$ cat config.mk
export PLATFORM = sky130hd
export DESIGN_NAME = pipe_hazard_ctrl_flat
export DESIGN_NICKNAME = d
export VERILOG_FILES = /design/src/rtl/pipe_hazard_ctrl_pkg.sv /design/src/rtl/pipe_hazard_ctrl_if.sv /design/src/rtl/pipe_hazard_ctrl_stall_encoder.sv /design/src/rtl/pipe_hazard_ctrl.sv /design/src/flat_wrapper.sv
export SDC_FILE = /design/constraint.sdc
export NUM_CORES = 1
export LEC_CHECK = 0
export CAP_MARGIN = 20
export CORE_ASPECT_RATIO = 0.75
export CORE_MARGIN = 2
export CORE_UTILIZATION = 36
export DETAILED_ROUTE_END_ITERATION = 7
export GPL_ROUTABILITY_DRIVEN = 0
export PLACE_DENSITY = 0.81
export RECOVER_POWER = 100
export SETUP_SLACK_MARGIN = 0.05
export SYNTH_ARGS = -nofsm -noshare
export SYNTH_HDL_FRONTEND = slang
export SYNTH_HIERARCHICAL = 1
export SYNTH_SLANG_ARGS = --single-unit
export TNS_END_PERCENT = 30
$ cat constraint.sdc
create_clock -name clk -period 2.3 [get_ports clk]
set_input_delay 0.46 -clock clk [delete_from_list [all_inputs] [get_ports clk]]
set_output_delay 0.46 -clock clk [all_outputs]
set_load 0.01 [all_outputs]
$ cat src/rtl/pipe_hazard_ctrl_pkg.sv
// Shared definitions for the pipeline hazard controller.
//   STALL_W / stall_t : width and type of the six-slot stall vector (bit0=PC ... bit5=WB)
//   STALL_*           : stall encodings, one per requesting stage
//   state_e           : sequencer states RUN / MASK
//   ERET_CODE_DEF     : default exception code that redirects to EPC
//   EXC_VECTOR_DEF    : default redirect target for all other exceptions
package pipe_ctrl_pkg;

  localparam int unsigned STALL_W = 6;
  typedef logic [STALL_W-1:0] stall_t;

  localparam stall_t STALL_NONE = 6'b000000;
  localparam stall_t STALL_IF   = 6'b000011;
  localparam stall_t STALL_ID   = 6'b000111;
  localparam stall_t STALL_EX   = 6'b001111;
  localparam stall_t STALL_MEM  = 6'b011111;

  typedef enum logic [0:0] {
    RUN  = 1'b0,
    MASK = 1'b1
  } state_e;

  localparam logic [31:0] ERET_CODE_DEF  = 32'h0000_000e;
  localparam logic [31:0] EXC_VECTOR_DEF = 32'h0000_0020;

endpackage

$ cat src/rtl/pipe_hazard_ctrl_if.sv
// Bus between the pipeline stages and the hazard controller.
//   stallreq_*_i   : per-stage stall requests (IF, ID, EX, MEM)
//   excepttype_i   : MEM-stage exception code, 0 = none
//   cp0_epc_i      : forwarded EPC used as the ERET target
//   stall_o        : hold mask for the six pipeline registers
//   flush_o        : clear all pipeline registers this edge
//   new_pc_o       : redirect target, valid only with flush_o
//   stall_cycles_o : saturating stalled-cycle count
//   wdog_o         : stall watchdog pulse
// Modports: master = pipeline side, slave = controller side.
interface pipe_hazard_ctrl_if;
  import pipe_ctrl_pkg::*;

  logic        stallreq_if_i;
  logic        stallreq_id_i;
  logic        stallreq_ex_i;
  logic        stallreq_mem_i;
  logic [31:0] excepttype_i;
  logic [31:0] cp0_epc_i;
  stall_t      stall_o;
  logic        flush_o;
  logic [31:0] new_pc_o;
  logic [31:0] stall_cycles_o;
  logic        wdog_o;

  modport master (
    output stallreq_if_i, stallreq_id_i, stallreq_ex_i, stallreq_mem_i,
    output excepttype_i, cp0_epc_i,
    input  stall_o, flush_o, new_pc_o, stall_cycles_o, wdog_o
  );

  modport slave (
    input  stallreq_if_i, stallreq_id_i, stallreq_ex_i, stallreq_mem_i,
    input  excepttype_i, cp0_epc_i,
    output stall_o, flush_o, new_pc_o, stall_cycles_o, wdog_o
  );

endinterface

$ cat src/rtl/pipe_hazard_ctrl_stall_encoder.sv
// Combinational priority encoder: four stage stall requests -> six-bit stall vector.
// The deepest requesting stage wins, since it must also hold every earlier stage.
//   req_if_i, req_id_i, req_ex_i, req_mem_i : stall requests
//   stall_o                                 : encoded stall vector
module pipe_stall_encoder
  import pipe_ctrl_pkg::*;
(
  input  logic   req_if_i,
  input  logic   req_id_i,
  input  logic   req_ex_i,
  input  logic   req_mem_i,
  output stall_t stall_o
);

  always_comb begin
    stall_o = STALL_NONE;
    if (req_mem_i)     stall_o = STALL_MEM;
    else if (req_ex_i) stall_o = STALL_EX;
    else if (req_id_i) stall_o = STALL_ID;
    else if (req_if_i) stall_o = STALL_IF;
  end

endmodule

$ cat src/rtl/pipe_hazard_ctrl.sv
// Pipeline sequencer for the PC/IF/ID/EX/MEM/WB register chain.
// Merges stall requests, turns MEM exceptions into a one-cycle flush with a redirect PC,
// ignores exceptions for MASK_CYC cycles after each flush, and counts stalled cycles.
//   clk : rising-edge clock
//   rst : asynchronous reset, active low
//   bus : pipe_hazard_ctrl_if.slave (requests, exception inputs, stall/flush/redirect outputs)
// Optional build macro HAZARD_CTRL_STALL_WDOG_EN adds a consecutive-stall watchdog
// driving wdog_o; without it wdog_o is tied low.
module pipe_hazard_ctrl
  import pipe_ctrl_pkg::*;
#(
  parameter logic [31:0] EXC_VECTOR = EXC_VECTOR_DEF,
  parameter logic [31:0] ERET_CODE  = ERET_CODE_DEF,
  parameter int unsigned MASK_CYC   = 2,
  parameter int unsigned WDOG_LIMIT = 1024
) (
  input logic               clk,
  input logic               rst,
  pipe_hazard_ctrl_if.slave bus
);

  localparam int unsigned MW = (MASK_CYC > 1) ? $clog2(MASK_CYC) : 1;

  stall_t         stall_req;
  stall_t         stall;
  logic           flush;
  logic [31:0]    new_pc;
  state_e         state_q, state_d;
  logic [MW-1:0]  mask_cnt_q, mask_cnt_d;
  logic [31:0]    stall_cycles_q;

  pipe_stall_encoder u_enc (
    .req_if_i  (bus.stallreq_if_i),
    .req_id_i  (bus.stallreq_id_i),
    .req_ex_i  (bus.stallreq_ex_i),
    .req_mem_i (bus.stallreq_mem_i),
    .stall_o   (stall_req)
  );

  // Outputs are forced low while rst is held so the pipeline sees no stray flush.
  always_comb begin
    state_d    = state_q;
    mask_cnt_d = mask_cnt_q;
    stall      = STALL_NONE;
    flush      = 1'b0;
    new_pc     = '0;
    if (rst) begin
      unique case (state_q)
        RUN: begin
          if (bus.excepttype_i != '0) begin
            flush      = 1'b1;
            new_pc     = (bus.excepttype_i == ERET_CODE) ? bus.cp0_epc_i : EXC_VECTOR;
            state_d    = MASK;
            mask_cnt_d = MW'(MASK_CYC - 1);
          end else begin
            stall = stall_req;
          end
        end
        MASK: begin
          stall = stall_req;
          if (mask_cnt_q == '0) state_d = RUN;
          else                  mask_cnt_d = mask_cnt_q - MW'(1);
        end
        default: state_d = RUN;
      endcase
    end
  end

  always_ff @(posedge clk or negedge rst) begin
    if (!rst) begin
      state_q        <= RUN;
      mask_cnt_q     <= '0;
      stall_cycles_q <= '0;
    end else begin
      state_q    <= state_d;
      mask_cnt_q <= mask_cnt_d;
      if (stall != STALL_NONE && stall_cycles_q != '1)
        stall_cycles_q <= stall_cycles_q + 32'd1;
    end
  end

  assign bus.stall_o        = stall;
  assign bus.flush_o        = flush;
  assign bus.new_pc_o       = new_pc;
  assign bus.stall_cycles_o = stall_cycles_q;

`ifdef HAZARD_CTRL_STALL_WDOG_EN
  logic [31:0] wdog_cnt_q;
  logic        wdog_q;

  // Flush cycles always carry stall=0, so they clear the run length too.
  always_ff @(posedge clk or negedge rst) begin
    if (!rst) begin
      wdog_cnt_q <= '0;
      wdog_q     <= 1'b0;
    end else if (stall == STALL_NONE) begin
      wdog_cnt_q <= '0;
      wdog_q     <= 1'b0;
    end else if (wdog_cnt_q == 32'(WDOG_LIMIT - 1)) begin
      wdog_cnt_q <= '0;
      wdog_q     <= 1'b1;
    end else begin
      wdog_cnt_q <= wdog_cnt_q + 32'd1;
      wdog_q     <= 1'b0;
    end
  end

  assign bus.wdog_o = wdog_q;
`else
  logic unused_wdog_cfg;
  assign unused_wdog_cfg = (WDOG_LIMIT == 0);
  assign bus.wdog_o      = 1'b0;
`endif

endmodule

$ cat src/flat_wrapper.sv
// flat-port wrapper written by rule: the top's interface ports become plain ports
module pipe_hazard_ctrl_flat import pipe_ctrl_pkg::*;
#(
  parameter logic [31:0] EXC_VECTOR = EXC_VECTOR_DEF,
  parameter logic [31:0] ERET_CODE  = ERET_CODE_DEF,
  parameter int unsigned MASK_CYC   = 2,
  parameter int unsigned WDOG_LIMIT = 1024
)
  (clk, rst, bus_stallreq_if_i, bus_stallreq_id_i, bus_stallreq_ex_i, bus_stallreq_mem_i, bus_excepttype_i, bus_cp0_epc_i, bus_stall_o, bus_flush_o, bus_new_pc_o, bus_stall_cycles_o, bus_wdog_o);
  pipe_hazard_ctrl_if bus_i ();
  input logic clk;
  input logic rst;
  input wire logic [$bits(bus_i.stallreq_if_i)-1:0] bus_stallreq_if_i;
  input wire logic [$bits(bus_i.stallreq_id_i)-1:0] bus_stallreq_id_i;
  input wire logic [$bits(bus_i.stallreq_ex_i)-1:0] bus_stallreq_ex_i;
  input wire logic [$bits(bus_i.stallreq_mem_i)-1:0] bus_stallreq_mem_i;
  input wire logic [$bits(bus_i.excepttype_i)-1:0] bus_excepttype_i;
  input wire logic [$bits(bus_i.cp0_epc_i)-1:0] bus_cp0_epc_i;
  output wire logic [$bits(bus_i.stall_o)-1:0] bus_stall_o;
  output wire logic [$bits(bus_i.flush_o)-1:0] bus_flush_o;
  output wire logic [$bits(bus_i.new_pc_o)-1:0] bus_new_pc_o;
  output wire logic [$bits(bus_i.stall_cycles_o)-1:0] bus_stall_cycles_o;
  output wire logic [$bits(bus_i.wdog_o)-1:0] bus_wdog_o;
  assign bus_i.stallreq_if_i = bus_stallreq_if_i;
  assign bus_i.stallreq_id_i = bus_stallreq_id_i;
  assign bus_i.stallreq_ex_i = bus_stallreq_ex_i;
  assign bus_i.stallreq_mem_i = bus_stallreq_mem_i;
  assign bus_i.excepttype_i = bus_excepttype_i;
  assign bus_i.cp0_epc_i = bus_cp0_epc_i;
  assign bus_stall_o = bus_i.stall_o;
  assign bus_flush_o = bus_i.flush_o;
  assign bus_new_pc_o = bus_i.new_pc_o;
  assign bus_stall_cycles_o = bus_i.stall_cycles_o;
  assign bus_wdog_o = bus_i.wdog_o;
  pipe_hazard_ctrl #(.EXC_VECTOR(EXC_VECTOR), .ERET_CODE(ERET_CODE), .MASK_CYC(MASK_CYC), .WDOG_LIMIT(WDOG_LIMIT)) u_core (.clk(clk), .rst(rst), .bus(bus_i));
endmodule
==> results.cfg <==
[finish]
final_cell_mix = clkdlybuf4s50_1 (64), buf_6 (38), dfrtp_1 (34)
nNetsFinal = 466
drive_gt1_share_pct = 40.7
diodes = 0
syn_to_final_growth_pct = 95.1
final_common_cell = clkdlybuf4s50_1
stdcell_count = 474

[cts]
cts.sinks = 34
path_clk_slew_ns = 0.07
cts-root-buf = clkbuf_8
cts_buffers = 5
cts_tree = yes
ctsHtreeMaxLevel = 2
ctsHoldBuffers = 0
clockBufferDepth = 2
clk_latency_ns = 0.28

[critical_path]
slowest_delay_ns = 0.30
required_ns = 1.84
path_common_cell = buf_12
end_kind = output port
cpMaxStageDelayCell = and4b_2
crit_fanout = 8
cp_num_buf_inv = 4
crit_family = simple AND/OR/NAND/NOR gates
path_class = input pin to output port
critical_path.startpoint_type = input pin
cp.arrival_ns = 1.98
path_cells = buf_2 > nor4_2 > nand4_1 > nor2_2 > and4b_2 > buf_12 > buf_12 > and2_4 > buf_6

[grt]
grt_pass1_wl_mm = 12.6
overflow = 0
antenna_found_initial = 0
grt_max_degree = 36
grt_util_all_layers_pct = 24.9
grt_pass1_vias = 2370

[timing]
fin_crit_ns = 2.44
setup-tns-final_ns = -3.28
setup_viol_count_final = 32
grt_setup_unrepaired = true
maxSlewHeadroom_pct = 44.1
setup_ws_ns = -0.144
drv_slew = 0
fmax_ghz = 0.409
period_share_pct = 106
worstMarginPinSlew_ns = 0.838
skew_ns = 0.00528
holdWs_ns = 0.479
finalHoldViolCount = 0

[pwr]
total_power_mw = 1.86
vdd_drop_max_mv = 0.641
p_leak_nw = 2.17
power_density_nw_per_um2 = 444

[detailed_routing]
vias_per_cell = 4.92
wirelength_mm = 8.43
via_count = 2333
drt_pass1_iterations = 4
dr.first_iter.drc_count = 128
ant_nets = 0
wire_per_inst_um = 17.8
drc = 0

[synth]
ys_ff_latch = 34
synth-warning-count = 6
synth_top_area_share_pct = 39.6
netlist_instances = 236
synth_seq_area_share_pct = 39.6
synth_top_area_cell = dfrtp_1
syn_area_um2 = 2150
synth_cell_types = 38
syn_nets = 307
synth_area_leaders = dfrtp_1 (40%), xor2_1 (11%), and2_1 (9.3%)
avgSynthCellArea_um2 = 9.11

[place]
io_buffers = 139
dp_hpwl_mm = 5.89
dp.cells = 455

[die]
rows = 24
start_util_pct = 37.1
core_um2 = 5800
die_w_um = 93.2
pin_count = 142
die-area_um2 = 6610
die_h_um = 70.9

[flow_run]
drv_cap = 0

[status]
violations = negative setup slack
status = finished, violations left

[hold_path]
hp-class = flip-flop to flip-flop
## stage by stage
step / area (um^2) / setup WS (ns) / utilization, %
after floorplan: 2150 / 0.0622 / -
after global placement: 3680 / -0.940 / 63.4
after detailed placement: 3680 / -0.975 / 63.4
after CTS: 4160 / -0.156 / 71.7
after global routing: 4190 / -0.221 / 72.3
final: 4190 / -0.144 / 72.3
## metal layers
| metal | share of wire [%] | GRT usage (%) | wire length (um) | up-vias |
|---|---|---|---|---|
| met2 | 53 | 46.2 | 4430 | 99 |
| met3 | 6.7 | 5.43 | 565 | 18 |
| li1 | - | - | - | 1112 |
| met1 | 37 | 27.9 | 3160 | 1104 |
| met5 | 0 | 0 | 0 | - |
| met4 | 3.3 | 9.48 | 275 | 0 |
## synthesized netlist by cell type
cell	instances
xnor2_1	3
nand3_1	9
or3_1	1
inv_1	9
and2_1	32
buf_2	1
clkbuf_2	2
nand3_4	1
nor4_1	7
nor3_1	12
or4_1	1
buf_6	2
clkbuf_1	4
and4_1	3
o21a_1	1
and3_4	1
nand4_1	8
nor2b_1	3
and3b_1	1
nor4_2	1
ha_1	1
and4b_1	1
nor3_2	7
a31oi_1	1
nand4b_4	1
conb_1	2
buf_4	4
xor2_1	28
mux2_2	1
nand2_1	19
and4_4	2
dfrtp_1	34
o22a_1	1
or2_2	1
nor2_1	20
and3_1	7
o21bai_2	1
o21ai_0	3
## power by group
| part | internal (mW) | total [mW] | leakage [nW] | switching, mW |
|---|---|---|---|---|
| logic | 0.316 | 0.596 | 1.67 | 0.281 |
| registers | 0.655 | 0.737 | 0.449 | 0.0825 |
| clock network | 0.324 | 0.530 | 0.0524 | 0.206 |
## cells by family (layout without fill, tap and decap cells)
group	after synthesis	count (layout)	synth area share (%)
flops	34	34	39.6
buf+inv	22	181	5.41
simple gates	138	139	38.7
other cells	2	2	0.349
fa+ha+maj	1	1	0.582
mux	1	1	0.524
xor+xnor	31	31	12.6
compound gates	7	7	2.27
## flip-flops by register name (all words and copies together), names as in the netlist
| signal | cells |
|---|---|
| u_core/state_q | 1 |
| u_core/mask_cnt_q | 1 |
| u_core/bus.stall_cycles_o | 32 |
## what timing repair did
| item | in CTS | in global routing |
|---|---|---|
| resized for setup | 333 | 43 |
| gates cloned | 4 | 0 |
| pin swaps | 58 | 32 |
| buffers inserted | 14 | 3 |
| endpoints found under the setup margin | 65 | 70 |
## path summary, 6_finish.rpt
check                                        startpoint                            end  slack [ns]  depth (start not counted)
max                                bus_excepttype_i[14]               bus_new_pc_o[28]       -0.14                          9
min                        u_core/bus.stall_cycles_o[8]   u_core/bus.stall_cycles_o[8]        0.48                          1
max reg2reg                u_core/bus.stall_cycles_o[2]  u_core/bus.stall_cycles_o[23]        0.26                          5
min reg2reg                u_core/bus.stall_cycles_o[8]   u_core/bus.stall_cycles_o[8]        0.48                          1
max in group asynchronous                           rst  u_core/bus.stall_cycles_o[26]        1.28                          2
min in group asynchronous                           rst  u_core/bus.stall_cycles_o[25]        0.49                          2
## final cells by class
class	instances	area [um^2]
Fill cell	416	1600
Timing Repair Buffer	164	1580
Multi-Input combinational cell	181	1520
Sequential cell	34	851
Tap cell	78	97.6
Clock buffer	7	76.3
Inverter	9	33.8
Clock inverter	1	30.0
(Power assumes the default switching activity.)
